==> src/rtl/octal_rr_arbiter.sv <==
// rtl/octal_rr_arbiter.sv - 8-way round-robin arbiter with registered one-hot grant
//
// Purpose: samples eight level request lines and issues a strictly one-hot
//   grant that feeds an octal-to-binary encoder. A grant is held until it is
//   acknowledged. Priority then rotates past the winner.
// Optional feature macro: OCTARB_TIMEOUT_EN adds a hold counter. With it, a
//   grant left unacknowledged for HOLD_MAX cycles is forcibly released.
// Ports:
//   clk          in   rising-edge clock
//   rst_n        in   synchronous active-low reset
//   req[7:0]     in   level requests, bit i = octal digit i
//   grant_ack    in   consumer done with current grant (used in GRANT only)
//   grant[7:0]   out  registered one-hot grant, zero when idle
//   grant_valid  out  high while a grant is active
//   ptr[2:0]     out  index of the most recent winner
//   timeout      out  one-cycle pulse on forced release (always 0 without macro)

module octal_rr_arbiter #(
    parameter int HOLD_MAX = 16,
    parameter int CNT_W    = 5
) (
    input  logic       clk,
    input  logic       rst_n,
    input  logic [7:0] req,
    input  logic       grant_ack,
    output logic [7:0] grant,
    output logic       grant_valid,
    output logic [2:0] ptr,
    output logic       timeout
);

    generate
        if (HOLD_MAX < 2 || (1 << CNT_W) <= HOLD_MAX) begin : g_bad_cfg
            $error("octal_rr_arbiter: need HOLD_MAX >= 2 and 2**CNT_W > HOLD_MAX");
        end
    endgenerate

    typedef enum logic {
        S_IDLE  = 1'b0,
        S_GRANT = 1'b1
    } state_t;

    state_t     state;
    state_t     state_next;
    logic [7:0] grant_next;
    logic       grant_valid_next;
    logic [2:0] ptr_next;
    logic       timeout_next;

    // Round-robin pick: scan ptr+1, ptr+2, ... ptr+8 (the last step wraps
    // back onto ptr itself, so a lone repeat requester still wins).
    logic       found;
    logic [2:0] win;

    always_comb begin
        logic [2:0] idx;
        found = 1'b0;
        win   = ptr;
        idx   = ptr;
        for (int k = 1; k <= 8; k++) begin
            idx = ptr + 3'(k);
            if (!found && req[idx]) begin
                found = 1'b1;
                win   = idx;
            end
        end
    end

`ifdef OCTARB_TIMEOUT_EN
    logic [CNT_W-1:0] cnt;
    logic [CNT_W-1:0] cnt_next;
`endif

    always_comb begin
        state_next   = state;
        grant_next   = grant;
        ptr_next     = ptr;
        timeout_next = 1'b0;
`ifdef OCTARB_TIMEOUT_EN
        cnt_next     = cnt;
`endif
        case (state)
            S_IDLE: begin
                if (found) begin
                    grant_next = 8'b1 << win;
                    ptr_next   = win;
                    state_next = S_GRANT;
`ifdef OCTARB_TIMEOUT_EN
                    cnt_next   = '0;
`endif
                end
            end
            S_GRANT: begin
                // Release wins over any request activity; the next
                // arbitration always happens from IDLE a cycle later.
                if (grant_ack) begin
                    grant_next = 8'h00;
                    state_next = S_IDLE;
                end
`ifdef OCTARB_TIMEOUT_EN
                else if (cnt == CNT_W'(HOLD_MAX - 1)) begin
                    grant_next   = 8'h00;
                    state_next   = S_IDLE;
                    timeout_next = 1'b1;
                end else begin
                    cnt_next = cnt + 1'b1;
                end
`endif
            end
            default: begin
                grant_next = 8'h00;
                state_next = S_IDLE;
            end
        endcase
        grant_valid_next = (state_next == S_GRANT);
    end

    always_ff @(posedge clk) begin
        if (!rst_n) begin
            state       <= S_IDLE;
            grant       <= 8'h00;
            grant_valid <= 1'b0;
            ptr         <= 3'd7;
            timeout     <= 1'b0;
`ifdef OCTARB_TIMEOUT_EN
            cnt         <= '0;
`endif
        end else begin
            state       <= state_next;
            grant       <= grant_next;
            grant_valid <= grant_valid_next;
            ptr         <= ptr_next;
            timeout     <= timeout_next;
`ifdef OCTARB_TIMEOUT_EN
            cnt         <= cnt_next;
`endif
        end
    end

endmodule

==> config.mk <==
export PLATFORM = sky130hd
export DESIGN_NAME = octal_rr_arbiter
export DESIGN_NICKNAME = d
export VERILOG_FILES = /design/src/rtl/octal_rr_arbiter.sv
export SDC_FILE = /design/constraint.sdc
export NUM_CORES = 1
export LEC_CHECK = 0
export ABC_CLOCK_PERIOD_IN_PS = 7550
export CAP_MARGIN = 20
export CORE_ASPECT_RATIO = 0.8
export CORE_MARGIN = 4
export CORE_UTILIZATION = 35
export DETAILED_ROUTE_END_ITERATION = 12
export DONT_BUFFER_PORTS = 1
export GPL_TIMING_DRIVEN = 1
export SLEW_MARGIN = 20
export SYNTH_ARGS = -nofsm -noshare
export SYNTH_HDL_FRONTEND = slang
export SYNTH_SLANG_ARGS = --single-unit
==> constraint.sdc <==
create_clock -name clk -period 7.55 [get_ports clk]
set_input_delay 1.51 -clock clk [delete_from_list [all_inputs] [get_ports clk]]
set_output_delay 1.51 -clock clk [all_outputs]
set_load 0.01 [all_outputs]
# == Word level (Yosys, flattened, before mapping) ==
# Index checks and enable logic that the tools add are counted.
# totals
reg_bits,12
# op_classes
bitwise,1
add_sub_neg,7
n_mux,38
shift,1
reduce_logical,16
magnitude_cmp,8
n_eq_ne,2
# op_table
op,count
$lt A3 B4 Y1 const B,8
$bmux W1 S3,8
$mux W3,8
$mux W1,18
$mux W8,2
$pmux W8 S2,1
$add A3 B3 Y3 const B,4
$shl A1 B3 Y8 const A,1
$logic_and A1 B1 Y1,7
$logic_not A1 Y1,7
$add A3 B2 Y3 const B,2
$ne A2 B2 Y1 const B,2
$reduce_and A2 Y1,2
$add A3 B1 Y3 const B,1
$pmux W1 S2,1
$not A1 Y1,1

# == Logic depth before layout (Yosys ltp) ==
# logic_depth
word_depth,28
depth_mapped,13
depth_no_buf,10

# == Least setup slack after synthesis ==
# No wires, ideal clock.
# synth_path
path_type,reg-to-reg
start,register ptr[1]
end,register grant[5]
setup_slack_ps,3840
stages_incl_launch_ff,13
arrival_time_ps,3592
setup_time_ps,117
path_buffers,3
path_cell_list,dfxtp_1 > clkbuf_1 > clkbuf_1 > inv_1 > ha_1 > clkbuf_1 > mux4_2 > mux2_2 > or3_4 > o2111ai_1 > o211ai_2 > and2b_4 > a32o_2
# synth_via
elab_chain_len,28
# synth_rtl
element,line_no,text
start: declaration,28,"output logic [2:0] ptr,"
start signal: assignment,132,ptr <= ptr_next;
$add A3 B1 Y3,61,idx = ptr + 3'(k);
$bmux W1 S3,62,if (!found && req[idx]) begin
$mux W1 (not written as such),62,
$mux W1,62,
$logic_not A1 Y1,62,
$logic_and A1 B1 Y1,62,
$mux W1,62,
$logic_not A1 Y1,62,
[... 12 more ...],--,
$logic_and A1 B1 Y1,62,
$mux W1,62,
$logic_not A1 Y1,62,
$logic_and A1 B1 Y1,62,
$mux W3,62,
$shl A1 B3 Y8,85,grant_next = 8'b1 << win;
$mux W8,84,if (found) begin
$pmux W8 S2,82,case (state)
end signal: assignment,130,grant <= grant_next;
end: declaration,26,"output logic [7:0] grant,"
# Parallel ways exist; a longest one is shown, timed or not. The select of a mux whose other input is x is not followed.
# A chain may end at the register's enable or synchronous reset.

# == Worst setup path after layout ==
# layout_path
start,input port req[1]
end,register grant[7]
# layout_via
elab_chain_len,27
# layout_rtl
element,line_no,text
start: declaration,24,"input logic [7:0] req,"
$bmux W1 S3,62,
$mux W1 (not written as such),62,
$mux W1,62,
$logic_not A1 Y1,62,
$logic_and A1 B1 Y1,62,
$mux W1,62,
$logic_not A1 Y1,62,
$logic_and A1 B1 Y1,62,
[... 11 more ...],--,
$logic_and A1 B1 Y1,62,
$mux W1,62,
$logic_not A1 Y1,62,
$logic_and A1 B1 Y1,62,
$mux W3,62,
$shl A1 B3 Y8,85,
$mux W8,84,
$pmux W8 S2,82,
# Parallel ways exist; a longest one is shown, timed or not. The select of a mux whose other input is x is not followed.

==> out/results.ini <==
[clock_tree]
cts.sinks = 12
cts_buffer_depth = 2
cts_tree = built
worst_skew_pair.late_latency_ns = 0.24
postCtsResizedCells = 0
clk_pin_slew_worst_paths_ns = 0.05
htree_num_levels = 1
cts_setup_buffers = 0
cts-root-buf = clkbuf_8
cts_buffers = 3
cts-hold-fix-buffers = 0

[place]
post-place-ws_ns = 3.57
placed_area_sq_um = 1320
numPortBuffers = 0
dp_hpwl_mm = 2.53
gp_congestion = 0.827

[logic_synthesis]
synth_compound_area_share_pct = 24.5
synth-simple-area-share_pct = 20.4
avgSynthCellArea_sq_um = 8.90
synth_cell_type_count = 52
synthFlopType = dfxtp_1
syn-instance-count = 146
synth-adder-area-share_pct = 1.92
netlist_area_sq_um = 1300
synth_xor_area_share_pct = 2.02
ys_seq_elements = 12
synth_top_family_by_area = multiplexers
yosys.area.top_type = dfxtp_1
synthMuxAreaShare_pct = 26.9
yosysSeqAreaShare_pct = 18.5
syn-num-nets = 159
yosys_warnings = 0
yosysTopAreaCellShare_pct = 18.5
synth-edff-count = 0
async_reset_ff_share_pct = 0
ys_top_cells_by_area = dfxtp_1 (18%), mux4_2 (16%), nand2_1 (5.5%), mux2_2 (4.3%), mux2i_1 (3.1%)

[sta]
setup_ws_ns = 3.79
setup_viol = 0
tightest_slew_ns = 0.711
maxSlewViolCount = 0
period_minus_slack_ns = 3.76
rsz0062_at_grt = false
hold_violations = 0
relSlewSlack_pct = 52.6
finalCritPeriodShare_pct = 49.8
tns_ns = 0
timing.fmax_ghz = 0.266
skew_ns = 0.000651

[layout]
n_fill_cell = 348
diodes = 0
nets = 158
syn_to_final_growth_pct = 5.68
most-common-layout-cells = nand2_1 (19), dfxtp_1 (12), mux4_2 (9), nor2_1 (9)
layout_commonest_cell = nand2_1
fin_area_sq_um = 1370
drive_above_1_share_pct = 21.5
fin_util_pct = 39.3

[floorplanning]
io_pins = 24
die_y_microns = 62.5
die_area_sq_um = 4760
core_sq_um = 3490
start_util_pct = 37.2
die_w_microns = 76.1
rows = 19

[grt]
overflow = 0
grt_pass1_vias = 1108
grt_max_degree = 19
grt_util_all_layers_pct = 13.2
grt_first_pass_wirelength_mm = 5.38
antenna_found_initial = 0

[power_and_ir_drop]
total_power_mw = 0.778
p_int_mw = 0.376
comb_power_share_pct = 76.2
p_per_area_nw_per_um2 = 566
p_leak_nw = 0.527
p_sw_share_pct = 51.6
p_seq_share_pct = 15.1
power.switching_mw = 0.402
clkPwrFrac_pct = 8.7
max-vdd-ir-drop_mv = 0.299

[setup_path]
endpoint_kind = register
critPathKind = input pin to register
cp-start-kind = input pin
cp_max_fo = 7
critPathRequiredTime_ns = 7.68
arrival_ns = 3.89

[detailed_routing]
drc = 0
vias_per_cell = 6.35
wl_per_cell_microns = 17.2
num_vias = 1181
drt_pass1_iterations = 5
wl_mm = 3.19
detail-route-antenna-nets = 0
drt_iter0_drc = 80

[job]
drv_cap = 0

[outcome]
status = finished, final reports clean

[min_path]
hp-class = register to register

registers in the layout (all words and copies together), names as in the netlist:
register  flops
grant         8
ptr           3
state         1
final timing paths:
| path | start | endpoint | slack, ns | depth (start not counted) |
|---|---|---|---|---|
| worst max-delay path | req[1] | grant[7] | 3.79 | 7 |
| worst min-delay path | grant[3] | grant[3] | 0.54 | 1 |
| worst max register to register | ptr[1] | grant[7] | 4.08 | 9 |
| worst min register to register | grant[3] | grant[3] | 0.54 | 1 |
final cells by class:
class / count / area [sq um] / share of cell area [%]
Multi-Input combinational cell: 120 / 988 / 71.9
Sequential cell: 12 / 240 / 17.5
Clock buffer: 4 / 55.1 / 4.01
Tap cell: 42 / 52.6 / 3.83
Inverter: 6 / 22.5 / 1.64
Timing Repair Buffer: 2 / 15.0 / 1.09
synthesized netlist by cell type (all sizes together), types with 2 or more instances:
cell,count
nand2,19
dfxtp,12
mux4,9
nor2,9
mux2i,7
a21oi,6
a32o,6
inv,6
nor3,6
o21ai,6
clkbuf,5
mux2,5
or3,4
buf,3
nand3,3
o211ai,3
xnor2,3
a211o,2
a211oi,2
a22o,2
ha,2
nand4,2
o22ai,2
metrics by stage:
stage          hold WS, ns  std cells
4_1_cts              0.553        186
5_1_grt              0.569        186
3_3_place_gp         0.536        182
6_report             0.543        186
3_5_place_dp         0.540        182
2_1_floorplan        0.511        146
critical path, cell delays in order:
cell and delay (ns):
mux2i_1 0.35, nand2_1 0.10, mux4_2 0.57, or3_4 0.44, nor4b_1 0.45, a211oi_1 0.19
a32o_2 0.28
power by group through the flow:
stage               clock network, mW  registers, mW  logic (mW)
CTS                            0.0703          0.118       0.588
floorplan                           0          0.107       0.494
global placement                    0          0.119       0.576
finish                         0.0680          0.117       0.593
global route                   0.0749          0.122       0.649
detailed placement                  0          0.119       0.586
routing by layer:
metal	GRT usage, %	vias up	part of all wire, %
li1	-	568	-
met1	18.6	571	45
met2	19.7	39	45
met3	4.76	3	9.3
met4	2.18	0	0.38
met5	0	-	0
kinds of logic after synthesis:
family / Yosys count
AOI/OAI and AO/OA: 41
xor gates and xnor gates: 3
adders and majority gates: 2
buffers and inverters: 14
DFF: 12
muxes: 21
other: 1
and+or+nand+nor: 52
Note: power is estimated with default switching activity, not from simulation.
==> RTL change 1, RTL diff (same settings) <==
Make the reset (`rst_n`) asynchronous in one clocked block. Comments in the files are not updated.
--- a/src/rtl/octal_rr_arbiter.sv
+++ b/src/rtl/octal_rr_arbiter.sv
@@ -115,7 +115,7 @@
         grant_valid_next = (state_next == S_GRANT);
     end
 
-    always_ff @(posedge clk) begin
+    always_ff @(posedge clk or negedge rst_n) begin
         if (!rst_n) begin
             state       <= S_IDLE;
             grant       <= 8'h00;
Check against the original RTL: differs if rst_n is asserted again (counterexample within 4 cycles, from zero or initial values and one cycle with rst_n low); with rst_n held inactive, the same outputs for 10 cycles.
==> RTL change 1 against the unedited design <==
Fmax down 8.4%. First-iteration DRC count is 23% higher. Synthesized area is 15% higher. Register-to-register slack worse by 640 ps. Clock skew grew 2.7 ps. Sequential cell count did not move. Critical path depth rose by 1. Worst setup slack got worse by 350 ps. Synthesized cell count up 14%. Die area rose by 13%. Cell area grew 14%. Routed wire length up 24%. Critical path type is now reg -> reg. Critical endpoint is now grant[6]$_DFFE_PN0P_.
Power is not shown: default switching activity piles up to over one toggle a cycle in this logic, so the estimate is an artifact.
==> RTL change 1: results <==
group,metric,value,unit
placed_design,dp_slack,3483,ps
layout,fill_cells,414,
critical_path,cp_data_arrival_time,4210,ps
synthesis,ys.flop_type,"dfrtp_1",
global_routing,grt.total_usage,15.80,%
timing,layout_min_cycle_time,4109,ps
drt,via_count,1347,
cts,clk_pin_slew,60,ps
placed_design,dp_hpwl,3122,um
placed_design,dp.cells,214,
critical_path,cp_slowest_cell,"dfstp_2",
placed_design,post_dp_cell_area,1516,um^2
synthesis,syn-num-nets,179,
drt,wirelength,3961,um
critical_path,r2r_end,"grant[6]$_DFFE_PN0P_",
timing,worst_pin_slew,686.2,ps
critical_path,slowest_delay,830,ps
synthesis,yosysSeqAreaShare,20.33,%
global_routing,grt_max_degree,24,
synthesis,syn_area_per_cell,9.007,um^2
cts,cts_buffers,3,
placed_design,gp_congestion,0.9496,
global_routing,grt_pass1_vias,1286,
synthesis,synthArstFlopShare,100.0,%
global_routing,grt_pass1_wl,6775,um
outcome,outcome,"completed",
min_path,hold_path.startpoint,"grant[7]$_DFFE_PN0P_",
critical_path,path_max_fanout,20,
drt,drt_iter0_drc,98,
synthesis,synth_common_cells,"nand2_1 (16), mux2i_1 (10), nor2_1 (10)",
drt,dr.pass1.iters,4,
timing,skew,3.337,ps
synthesis,synth_top_cells_by_area,"dfrtp_1 (15%), mux4_2 (12%), mux2i_1 (6.7%)",
layout,final_cells,218,
critical_path,timing.reg2reg.setup_slack,3440,ps
critical_path,worstRegToRegCells,8,
layout,final_layout_size_suffix_gt1_share,19.02,%
critical_path,crit_path_start,"ptr[0]$_DFFE_PN1P_",
synthesis,ys_types,51,
-- RTL change 1: cell types whose count changed after synthesis, moves of 4 or more --
cell / change
dfrtp_1: +9
dfxtp_1: -12
mux2i_1: +6
o21ai_1: +5
o31ai_1: +8
nor3_1: +4
-- RTL change 1: logic make-up after synthesis --
family                     Yosys count  share of synthesized area [%]
other                                1                         0.2508
and+or+nand+nor                     50                          17.24
DFF                                 12                          20.34
AOI/OAI and AO/OA                   50                          23.43
xor gates and xnor gates             4                          2.344
muxes                               31                          29.29
adders and majority gates            2                          1.673
buffers and inverters               16                          5.439
-- RTL change 1: worst min-delay path by stage --
stage	cells past startpoint	slack [ps]	endpoint
3_3_place_gp	2	550	grant[5]$_DFFE_PN0P_
2_1_floorplan	2	520	grant[0]$_DFFE_PN0P_
4_1_cts	2	560	grant[7]$_DFFE_PN0P_
5_1_grt	2	590	grant[7]$_DFFE_PN0P_
3_5_place_dp	2	540	grant[7]$_DFFE_PN0P_
6_report	2	550	grant[7]$_DFFE_PN0P_
-- RTL change 1: critical path: cells and delay by family, from the launching register on --
kind | cells | cell delay [ps]
muxes | 2 | 1150
DFF | 1 | 830
AOI/OAI and AO/OA | 3 | 1100
adders and majority gates | 1 | 610
and+or+nand+nor | 1 | 70
buffers and inverters | 1 | 180
-- RTL change 1: cell type report --
type / count / area (um^2) / share of cell area, %
Clock buffer: 4 / 45.04 / 2.885
Tap cell: 55 / 68.82 / 4.407
Sequential cell: 12 / 304.0 / 19.47
Multi-Input combinational cell: 138 / 1110 / 71.07
Inverter: 9 / 33.78 / 2.163
-- RTL change 1: metal layers --
metal,track usage [%],vias up,wire [um]
met3,3.378,2,198
met5,0,-,0
met4,2.532,0,17
li1,-,629,-
met2,24.28,35,1801
met1,22.95,681,1944
==> RTL change 2, RTL diff (same settings) <==
Without the edit above. The option `OCTARB_TIMEOUT_EN` is turned on by a define.
--- a/src/rtl/octal_rr_arbiter.sv
+++ b/src/rtl/octal_rr_arbiter.sv
@@ -14,6 +14,8 @@
 //   grant_valid  out  high while a grant is active
 //   ptr[2:0]     out  index of the most recent winner
 //   timeout      out  one-cycle pulse on forced release (always 0 without macro)
+
+`define OCTARB_TIMEOUT_EN
 
 module octal_rr_arbiter #(
     parameter int HOLD_MAX = 16,
Behaviour: no difference found for any inputs over 10 cycles, from zero or initial values and one cycle with rst_n low; that may be too few to reach the edited logic, so the function may still have changed.
==> RTL change 2 against the unedited design <==
Worst setup slack got worse by 170 ps. Synthesized area up 32%. Power rose by 3.3%. Routed wire length rose by 29%. Largest cell class unchanged. First-iteration DRC count up 28%. Cell area is 32% higher. Sequential cell count is 6 higher. Critical endpoint is now grant[2]$_SDFFE_PN0P_. Combinational power decreased by 4.4%. Largest power group unchanged.
==> RTL change 2: results <==
group,metric,value,unit
drt,route.met3.wl,236,um
synthesis,synth_common_cells,"nand2_1 (23), dfxtp_1 (18), mux4_2 (14)",
global_routing,grt_util_met1,21.63,%
drt,dr.pass1.iters,4,
global_routing,grt_max_degree,22,
cts,ctsResizeCount,0,
critical_path,slowest_delay,850,ps
synthesis,syn-num-nets,199,
critical_path,path_max_fanout,18,
placed_design,dp_slack,3606,ps
critical_path,crit_path_start,"ptr[1]$_SDFFE_PN1P_",
global_routing,grt.total_usage,13.84,%
synthesis,yosysSeqAreaShare,20.93,%
drt,drtAntennaViolNets,0,
layout,reg.largest.list,"grant x8, cnt x5, ptr x3",
placed_design,dp_hpwl,3083,um
drt,wirelength,4103,um
outcome,outcome,"completed",
cts,insertion_delay,250,ps
layout,fill_cells,490,
placed_design,post_dp_cell_area,1753,um^2
critical_path,cp_slowest_cell,"dfxtp_1",
power,ir_drop,0.1652,mV
synthesis,ys_types,48,
placed_design,gp_congestion,0.8768,
min_path,hold_path_depth,2,
min_path,hold_path.startpoint,"grant[4]$_SDFFE_PN0P_",
global_routing,gr-usage-met3,2.794,%
layout,final_layout_size_suffix_gt1_share,18.33,%
power,swShare,48.48,%
global_routing,gr-usage-met2,19.86,%
drt,route.met2.wl,1795,um
synthesis,synth_top_cells_by_area,"dfxtp_1 (21%), mux4_2 (18%), nand2_1 (5.0%)",
synthesis,synthArstFlopShare,0,%
cts,clk_pin_slew,70,ps
drt,drt_iter0_drc,102,
power,p_leak,0.6666,nW
drt,via_count,1462,
global_routing,grt_pass1_wl,6920,um
timing,relSlewSlack,45.75,%
global_routing,grt_pass1_vias,1298,
timing,skew,1.032,ps
critical_path,cp_data_arrival_time,4060,ps
drt,met1Wirelength,2056,um
[RTL change 2: power by group through the flow]
stage / sequential [W] / combinational [W] / clock, W
floorplan: 0.000140 / 0.000491 / 0
global placement: 0.000163 / 0.000565 / 0
CTS: 0.000161 / 0.000563 / 0.0000804
detailed placement: 0.000163 / 0.000560 / 0
global route: 0.000166 / 0.000619 / 0.0000846
finish: 0.000160 / 0.000567 / 0.0000774
[RTL change 2: critical path, delay by kind of cell, from the launching register on]
kind                       cells  cell delay [ps]
muxes                          3             1240
DFF                            1              850
AOI/OAI and AO/OA              3              710
adders and majority gates      1              620
buffers and inverters          1              200
and+or+nand+nor                1              180
[RTL change 2: final cells by class]
type	count	share of cell area [%]
tap	60	4.152
clock buffer	4	3.045
inverter	6	1.246
sequential	18	19.93
multi-input combinational	151	71.21
timing repair buffer	1	0.4152
[RTL change 2: per-stage QoR]
| step | instances | utilization [%] | hold WS [ps] | power [W] |
|---|---|---|---|---|
| after floorplan | 184 | - | 471.6 | 0.0006311 |
| after global placement | 236 | 37.46 | 500.1 | 0.0007289 |
| after detailed placement | 236 | 37.46 | 504.0 | 0.0007230 |
| after CTS | 240 | 38.64 | 513.8 | 0.0008040 |
| after global routing | 240 | 38.64 | 532.4 | 0.0008688 |
| final | 240 | 38.64 | 511.1 | 0.0008039 |
[RTL change 2: kinds of logic after synthesis]
kind of cell	synth area share, %
AOI/OAI and AO/OA	22.75
xor gates and xnor gates	2.544
adders and majority gates	2.907
buffers and inverters	4.287
DFF	20.93
muxes	28.49
and+or+nand+nor	18.10
[RTL change 2: worst paths after layout]
check        slack (ps)                     to
max                3620  grant[2]$_SDFFE_PN0P_
min                 510  grant[4]$_SDFFE_PN0P_
max reg2reg        3620  grant[2]$_SDFFE_PN0P_
min reg2reg         510  grant[4]$_SDFFE_PN0P_
